===== config.mk =====
export PLATFORM = sky130hd
export DESIGN_NAME = load_writeback
export DESIGN_NICKNAME = d
export VERILOG_FILES = /design/src/rtl/load_writeback.sv
export SDC_FILE = /design/constraint.sdc
export NUM_CORES = 1
export LEC_CHECK = 0
export BUFFER_PORTS_ARGS = -buffer_cell sky130_fd_sc_hd__clkbuf_2
export CAP_MARGIN = 20
export CORE_MARGIN = 2
export CORE_UTILIZATION = 35
export DETAILED_ROUTE_END_ITERATION = 7
export PLACE_DENSITY = 0.67
export SLEW_MARGIN = 5
export SYNTH_ARGS = -nofsm -noshare
export SYNTH_HDL_FRONTEND = slang
export SYNTH_SLANG_ARGS = --single-unit

===== constraint.sdc =====
create_clock -name clk -period 2.4 [get_ports clk]
set_clock_uncertainty 0.1 [all_clocks]
set_input_delay 0 -clock clk [delete_from_list [all_inputs] [get_ports clk]]
set_output_delay 0 -clock clk [all_outputs]
set_load 0.005 [all_outputs]

===== src/rtl/load_writeback.sv =====
// Load/writeback stage: formats load data from memory and drives the
// register-file write port. Non-load results are forwarded with one cycle of
// latency. Loads wait for a one-cycle memory response, and a bounded counter
// aborts the wait if the response never arrives.
module load_writeback #(
  parameter int unsigned TIMEOUT_CYCLES = 15
) (
  input  logic        clk,
  input  logic        areset,
  input  logic        in_valid,
  output logic        in_ready,
  input  logic [4:0]  in_rd,
  input  logic        in_regwrite,
  input  logic        in_is_load,
  input  logic [2:0]  in_funct3,
  input  logic [1:0]  in_addr_lo,
  input  logic [31:0] in_result,
  input  logic        mem_rvalid,
  input  logic [31:0] mem_rdata,
  output logic        WE3,
  output logic [4:0]  A3,
  output logic [31:0] WD3,
  output logic        load_err
);

  typedef enum logic {IDLE = 1'b0, WAIT = 1'b1} state_e;

  // Counter value seen on the last WAIT cycle that is still allowed to
  // receive a response; the counter starts at 0 on the first WAIT cycle.
  localparam logic [7:0] LAST_COUNT = 8'(TIMEOUT_CYCLES - 1);

  state_e      state_q, state_d;
  logic [4:0]  rd_q, rd_d;
  logic        regwrite_q, regwrite_d;
  logic [2:0]  funct3_q, funct3_d;
  logic [1:0]  addr_q, addr_d;
  logic [7:0]  cnt_q, cnt_d;
  logic        we3_q, we3_d;
  logic [4:0]  a3_q, a3_d;
  logic [31:0] wd3_q, wd3_d;
  logic        err_q, err_d;

  // Misaligned half/word accesses and unused funct3 codes are rejected.
  function automatic logic loadIsBad(input logic [2:0] f3, input logic [1:0] lo);
    logic bad;
    bad = 1'b0;
    case (f3)
      3'b000, 3'b100: bad = 1'b0;
      3'b001, 3'b101: bad = lo[0];
      3'b010:         bad = (lo != 2'b00);
      default:        bad = 1'b1;
    endcase
    return bad;
  endfunction

  // Select the byte or half lane from the aligned word and extend it.
  function automatic logic [31:0] formatLoad(input logic [2:0] f3, input logic [1:0] lo,
                                             input logic [31:0] word);
    logic [7:0]  byteLane;
    logic [15:0] halfLane;
    logic [31:0] res;
    case (lo)
      2'd0:    byteLane = word[7:0];
      2'd1:    byteLane = word[15:8];
      2'd2:    byteLane = word[23:16];
      default: byteLane = word[31:24];
    endcase
    halfLane = lo[1] ? word[31:16] : word[15:0];
    case (f3)
      3'b000:  res = {{24{byteLane[7]}}, byteLane};
      3'b001:  res = {{16{halfLane[15]}}, halfLane};
      3'b010:  res = word;
      3'b100:  res = {24'd0, byteLane};
      3'b101:  res = {16'd0, halfLane};
      default: res = 32'd0;
    endcase
    return res;
  endfunction

  // Ops are only taken while no load is outstanding.
  assign in_ready = (state_q == IDLE);

  // Next-state and next-output logic; write/error strobes default to idle.
  always_comb begin
    state_d    = state_q;
    rd_d       = rd_q;
    regwrite_d = regwrite_q;
    funct3_d   = funct3_q;
    addr_d     = addr_q;
    cnt_d      = cnt_q;
    we3_d      = 1'b0;
    a3_d       = a3_q;
    wd3_d      = wd3_q;
    err_d      = 1'b0;
    case (state_q)
      IDLE: begin
        if (in_valid) begin
          if (!in_is_load) begin
            we3_d = in_regwrite && (in_rd != 5'd0);
            a3_d  = in_rd;
            wd3_d = in_result;
          end else if (loadIsBad(in_funct3, in_addr_lo)) begin
            err_d = 1'b1;
          end else begin
            rd_d       = in_rd;
            regwrite_d = in_regwrite;
            funct3_d   = in_funct3;
            addr_d     = in_addr_lo;
            cnt_d      = 8'd0;
            state_d    = WAIT;
          end
        end
      end
      WAIT: begin
        if (mem_rvalid) begin
          we3_d   = regwrite_q && (rd_q != 5'd0);
          a3_d    = rd_q;
          wd3_d   = formatLoad(funct3_q, addr_q, mem_rdata);
          cnt_d   = 8'd0;
          state_d = IDLE;
        end else if (cnt_q == LAST_COUNT) begin
          err_d   = 1'b1;
          cnt_d   = 8'd0;
          state_d = IDLE;
        end else begin
          cnt_d = cnt_q + 8'd1;
        end
      end
      default: state_d = IDLE;
    endcase
  end

  // State and registered write-port outputs, cleared asynchronously.
  always_ff @(posedge clk or negedge areset) begin
    if (!areset) begin
      state_q    <= IDLE;
      rd_q       <= 5'd0;
      regwrite_q <= 1'b0;
      funct3_q   <= 3'd0;
      addr_q     <= 2'd0;
      cnt_q      <= 8'd0;
      we3_q      <= 1'b0;
      a3_q       <= 5'd0;
      wd3_q      <= 32'd0;
      err_q      <= 1'b0;
    end else begin
      state_q    <= state_d;
      rd_q       <= rd_d;
      regwrite_q <= regwrite_d;
      funct3_q   <= funct3_d;
      addr_q     <= addr_d;
      cnt_q      <= cnt_d;
      we3_q      <= we3_d;
      a3_q       <= a3_d;
      wd3_q      <= wd3_d;
      err_q      <= err_d;
    end
  end

  assign WE3      = we3_q;
  assign A3       = a3_q;
  assign WD3      = wd3_q;
  assign load_err = err_q;

endmodule

# --- After elaboration in Yosys (flattened, before gate mapping) ---
# Cells that the tools add are included.
totals:
  wordCells: 79
  register_bits: 59
  output_inout_bits: 40
  in_bits: 80
op_classes:
  bitwise: 2
  addsub: 1
  n_eq_ne: 16
  reduce_logical: 13
  mux: 37
op_table:
  columns: ["operator", "count"]
  rows:
  - ["case mux 32 bit (5 select lines)", 1]
  - ["two-way mux 32 bit", 3]
  - ["case mux 32 bit (2 select lines)", 1]
  - ["two-way mux 8 bit", 5]
  - ["case mux 8 bit (3 select lines)", 1]
  - ["two-way mux 1 bit", 16]
  - ["two-way mux 16 bit", 1]
  - ["case mux 8 bit (2 select lines)", 1]
  - ["two-way mux 5 bit", 3]
  - ["equality test 3 bit (second input constant)", 4]
  - ["case mux 5 bit (2 select lines)", 1]
  - ["nonzero test 5 bit", 2]
  - ["adder 8 x 1 -> 8 bit (second input constant)", 1]
  - ["equality test 8 x 4 -> 1 bit (second input constant)", 1]
  - ["inequality test 2 bit (second input constant)", 4]
  - ["equality test 3 x 1 -> 1 bit (second input constant)", 2]
  - ["equality test 3 x 2 -> 1 bit (second input constant)", 2]
  - ["zero test 3 bit", 2]
  - ["case mux 1 bit (2 select lines)", 3]
  - ["AND reduction 3 bit", 2]
  - ["AND reduction 4 bit", 1]
  - ["OR reduction 2 bit", 2]
  - ["case mux 1 bit (3 select lines)", 1]
  - ["equality test 2 x 1 -> 1 bit (second input constant)", 1]
  - ["other kinds (6)", 8]

# --- Depth between registers and ports, before layout ---
depth:
  ltp_word: 10
  mapped_depth: 7

# --- Worst setup path after synthesis ---
# Ideal clock, no wire load.
synth_timing:
  path_kind: "reg-to-reg"
  from: "reg addr_q[1]"
  to: "reg wd3_q[15] (netlist: WD3[15])"
  setup_ns: 0.126
  path_stages_with_launch: 5
  synth_period_minus_slack_ns: 1.634
  path_slack_ns: 0.766
  arrival_ns: 1.408
  required_time_ns: 2.174
  cell_sequence: "dfrtp_1 -> mux4_2 -> nand2_4 -> o211ai_1 -> a221o_1"
synth_via:
  elab_chain_cells: 5
  word_cells_on_any_way: 8
  classes_between: "eq/ne: 2; mux: 5; reduce/logical: 1"
synth_rtl:
  columns: ["item", "line_no", "source"]
  rows:
  - ["from (decl)", "36", "logic [1:0] addr_q, addr_d;"]
  - ["from (signal assigned)", "151", "addr_q <= addr_d;"]
  - ["equality test 2 bit, or another cell as far along", "62", "case (lo)"]
  - ["case mux 8 bit (3 select lines)", "62", null]
  - ["case mux 32 bit (5 select lines) (*)", "69", "case (f3)"]
  - ["two-way mux 32 bit (*)", "115", "if (mem_rvalid) begin"]
  - ["case mux 32 bit (2 select lines) (*)", "95", "case (state_q)"]
  - ["to (signal assigned)", "155", "wd3_q <= wd3_d;"]
  - ["to (decl)", "40", "logic [31:0] wd3_q, wd3_d;"]
# Mark *: on every way between the ends. The rest lies on a longest branch, timed or not. The select of a mux whose other input is x is not followed.
# A chain may end at the register's enable or synchronous reset.

# --- Worst setup path in the final report ---
layout_timing:
  from: "reg addr_q[1]"
  to: "reg wd3_q[4] (netlist: WD3[4])"
# Same word-level chain as after synthesis.

==> summary.txt <==
Synthesis
  – Synthesized net count: 442
  – Top cells by count, synth: 59 x dfrtp_1, 28 x mux2i_1, 28 x nand2_1
  – Post-Syn Instances: 360
  – Top-count cell post-synth: dfrtp_1
  – YS warnings: 0
  – Synth top area share: between 40% and 50%
  – Post-synth ARST share: 100.0%
  – Sequential area share after synthesis: 40.25%
  – Register bit total from synthesis: 59
  – Distinct cell type count after synthesis: 54
  – Synth Flop Type: dfrtp_1
  – Number of synthesized flops with an enable pin: 0
  – Synth top area cells: dfrtp_1 40%, mux2i_1 7.6%, o2bb2ai_1 4.3%, mux2_1 3.7%, o22ai_2 3.4%
  – Syn avg cell area: 10.19 µm²
  – Post-Syn Area: 3669 µm²
  – Synth area leader: dfrtp_1

CTS
  – TritonCTS clock tree: yes
  – Clk_lat worst skew: 0.34 ns
  – Clock tree buffer depth: 2
  – CTS root buffer: clkbuf_8
  – Clock sink count: 59
  – CTS clock-pin slew for the worst setup and hold paths: about 0.060 ns
  – CTS Buf Count: 9
  – H-tree levels: 3

Global route
  – First-pass GRT wire length: between 15000 and 20000 µm
  – Overflow after GRT: 0
  – Largest net degree at the start of global routing: 34
  – Initial antenna violation count: 0
  – Vias in the first global route: 3701
  – Total GRT Usage: between 20% and 30%

STA
  – Tightest Pin Transition: 0.7526 ns
  – Final setup viols: 0
  – Peak Freq: 435.5 MHz
  – Setup ws final: 0.1036 ns
  – Fin. Hold Viols: 0
  – Fin crit period: 2.296 ns
  – RSZ-0062 raised after global routing: false
  – Slew margin rel.: around 50%
  – Final setup TNS: 0 ns
  – Tcrit/Tclk final: ~96%
  – Slew Limit Fails: 0

Placed design
  – Number of port buffers: 119
  – Post-DP HPWL: ~8300 µm
  – GP Congestion: 0.8130
  – Post-place setup slack: between 0.4 and 0.5 ns
  – Placed Instances: 598

Floorplan
  – Initial core utilization: a little over a third
  – IO Count: 120
  – Site row count: 37
  – Die X-Extent: 106.4 µm
  – Die ar.: approximately 11000 µm²
  – Core ar.: between 10000 and 15000 µm²
  – Die Ht: 106.4 µm

Power
  – Pwr Total: 3785 µW
  – Clock power share: 24.5%
  – Max IR drop VDD: 0.2656 mV
  – Internal Pwr Total: 2477 µW
  – Flop pwr share: 37.7%
  – P_sw: 1308 µW
  – P_leak: 0.002510 µW
  – Pwr/cell area: 709.0 nW/µm²
  – Sw frac: roughly a third
  – Combinational power share: 37.8%

Routing
  – Router iterations before antenna repair: 4
  – Routed WL: 11740 µm
  – DRC errors left: 0
  – ANT nets after route: 0
  – Vias per cell: around 5.5
  – 1st-iter DRT viols: 187
  – Drt wl/cell: 17.08 µm
  – Routed vias: 3759

Setup path
  – CP peak stage delay: 0.58 ns
  – Crit path required time: 2.57 ns
  – Worst path cell trace: buf_6 -> or3_1 -> o22ai_1 -> a211oi_1 -> o211ai_1 -> dlygate4sd3_1
  – Max Fanout on Critical Path: 21
  – CP startpoint kind: flip-flop
  – Cell family with the largest share of critical-path delay: buffers and inverters
  – CP Capture Type: flip-flop
  – Setup CP Type: reg2reg
  – Slowest CP cell: dlygate4sd3_1
  – CP Buf/Inv Count: 2
  – CP arrival: 2.47 ns

Layout
  – Layout cells sized above 1: 33.39%
  – Area delta synth->final: 45.50%
  – Post-layout nets: 629
  – ANT cells: 0
  – Final cell count without fillers: 687
  – Footprint of the multi-input gates: 2027 µm²
  – Fillcell total: 912
  – Sequential cell area: ~1500 µm²

Flow run
  – Max Cap Viol: 0

Outcome
  – Status: finished clean

Min path
  – HP Class: in2reg
## cells by family (layout without fill, tap and decap cells)
| logic type | after synthesis | after routing | share of synthesized area, % |
|---|---|---|---|
| AO/OA/AOI/OAI | 128 | 128 | 26.88 |
| AND/OR/NAND/NOR | 97 | 97 | 15.08 |
| flip-flops | 59 | 59 | 40.25 |
| multiplexers | 42 | 42 | 12.24 |
| buffers and inverters | 32 | 223 | 4.877 |
| adder cells (fa/ha/maj) | 2 | 2 | 0.6820 |
## through the flow
step	utilization [%]	hold slack (ns)	instance area, µm²
global route	52.17	0.05862	5338
CTS	51.91	0.004687	5311
global placement	42.80	-0.01765	4379
floorplan	-	-0.3956	3669
finish	52.17	0.009846	5338
detailed placement	42.80	0.005454	4379
## registers in the layout, summed over array words and instances (netlist names)
name,flops
cnt_q,8
addr_q,2
load_err,1
regwrite_q,1
state_q,1
A3,5
WE3,1
rd_q,5
funct3_q,3
WD3,32
## power by group through the flow
| stage | registers, µW | clock network (µW) | logic, µW |
|---|---|---|---|
| final | 1430 | 927 | 1430 |
| after global routing | 1460 | 981 | 1550 |
| after CTS | 1420 | 942 | 1410 |
| after detailed placement | 1440 | 0 | 1270 |
| after global placement | 1430 | 0 | 1240 |
| after floorplan | 1390 | 0 | 834 |
## worst register-to-register path, stage by stage (launching register included)
cell,delay [ns]
dfrtp_1,0.40
buf_6,0.18
or3_1,0.46
o22ai_1,0.22
a211oi_1,0.09
o211ai_1,0.20
dlygate4sd3_1,0.58
## layer usage
metal / vias to the layer above / routed length (µm) / track usage, %
met3: 34 / 795 / 4.721
met2: 157 / 5324 / 32.46
li1: 1772 / - / -
met1: 1796 / 5186 / 26.64
met4: 0 / 431 / 9.868
met5: - / 0 / 0
## cell type report
| cell class | count | share of cell area, % |
|---|---|---|
| Clock inverter | 4 | 0.9376 |
| Tap cell | 136 | 3.188 |
| Multi-Input combinational cell | 269 | 37.97 |
| Clock buffer | 11 | 2.836 |
| Inverter | 2 | 0.1406 |
| Timing Repair Buffer | 206 | 27.19 |
| Sequential cell | 59 | 27.73 |
## cells in the final DEF (no fill, tap or decap), types with 5 or more instances in the layout
cell / netlist / final
a211oi_1: 7 / 7
a21oi_1: 24 / 24
a21oi_2: 10 / 10
a221o_1: 10 / 10
and2_1: 5 / 5
and3_1: 18 / 18
buf_4: 3 / 11
clkbuf_2: 0 / 119
clkbuf_8: 0 / 11
dfrtp_1: 59 / 56
dlygate4sd3_1: 0 / 73
mux2_1: 12 / 12
mux2i_1: 28 / 28
nand2_1: 28 / 28
nand3_1: 10 / 10
nor2_1: 6 / 6
nor3_1: 6 / 6
o211ai_1: 16 / 16
o21ai_1: 8 / 8
o22ai_1: 12 / 12
o22ai_2: 10 / 10
o2bb2ai_1: 18 / 18
## final timing paths
check | from | endpoint | slack (ns) | depth (start not counted)
worst min-delay path | mem_rdata[13] | WD3[13] | 0.01 | 4
worst min register to register | A3[1] | A3[1] | 0.40 | 2
worst max-delay path | addr_q[1] | WD3[4] | 0.10 | 6
max in group asynchronous | areset | WD3[15] | 1.41 | 3
worst max register to register | addr_q[1] | WD3[4] | 0.10 | 6
min in group asynchronous | areset | cnt_q[0] | 0.15 | 2
## what timing repair did
action | in CTS | in global routing
resized for setup | 0 | 7
setup buffers | 0 | 1
hold endpoints to repair | 76 | 0
hold buffers | 73 | 0
endpoints found under the setup margin | 0 | 11
Note: power is estimated with default switching activity, not from simulation.
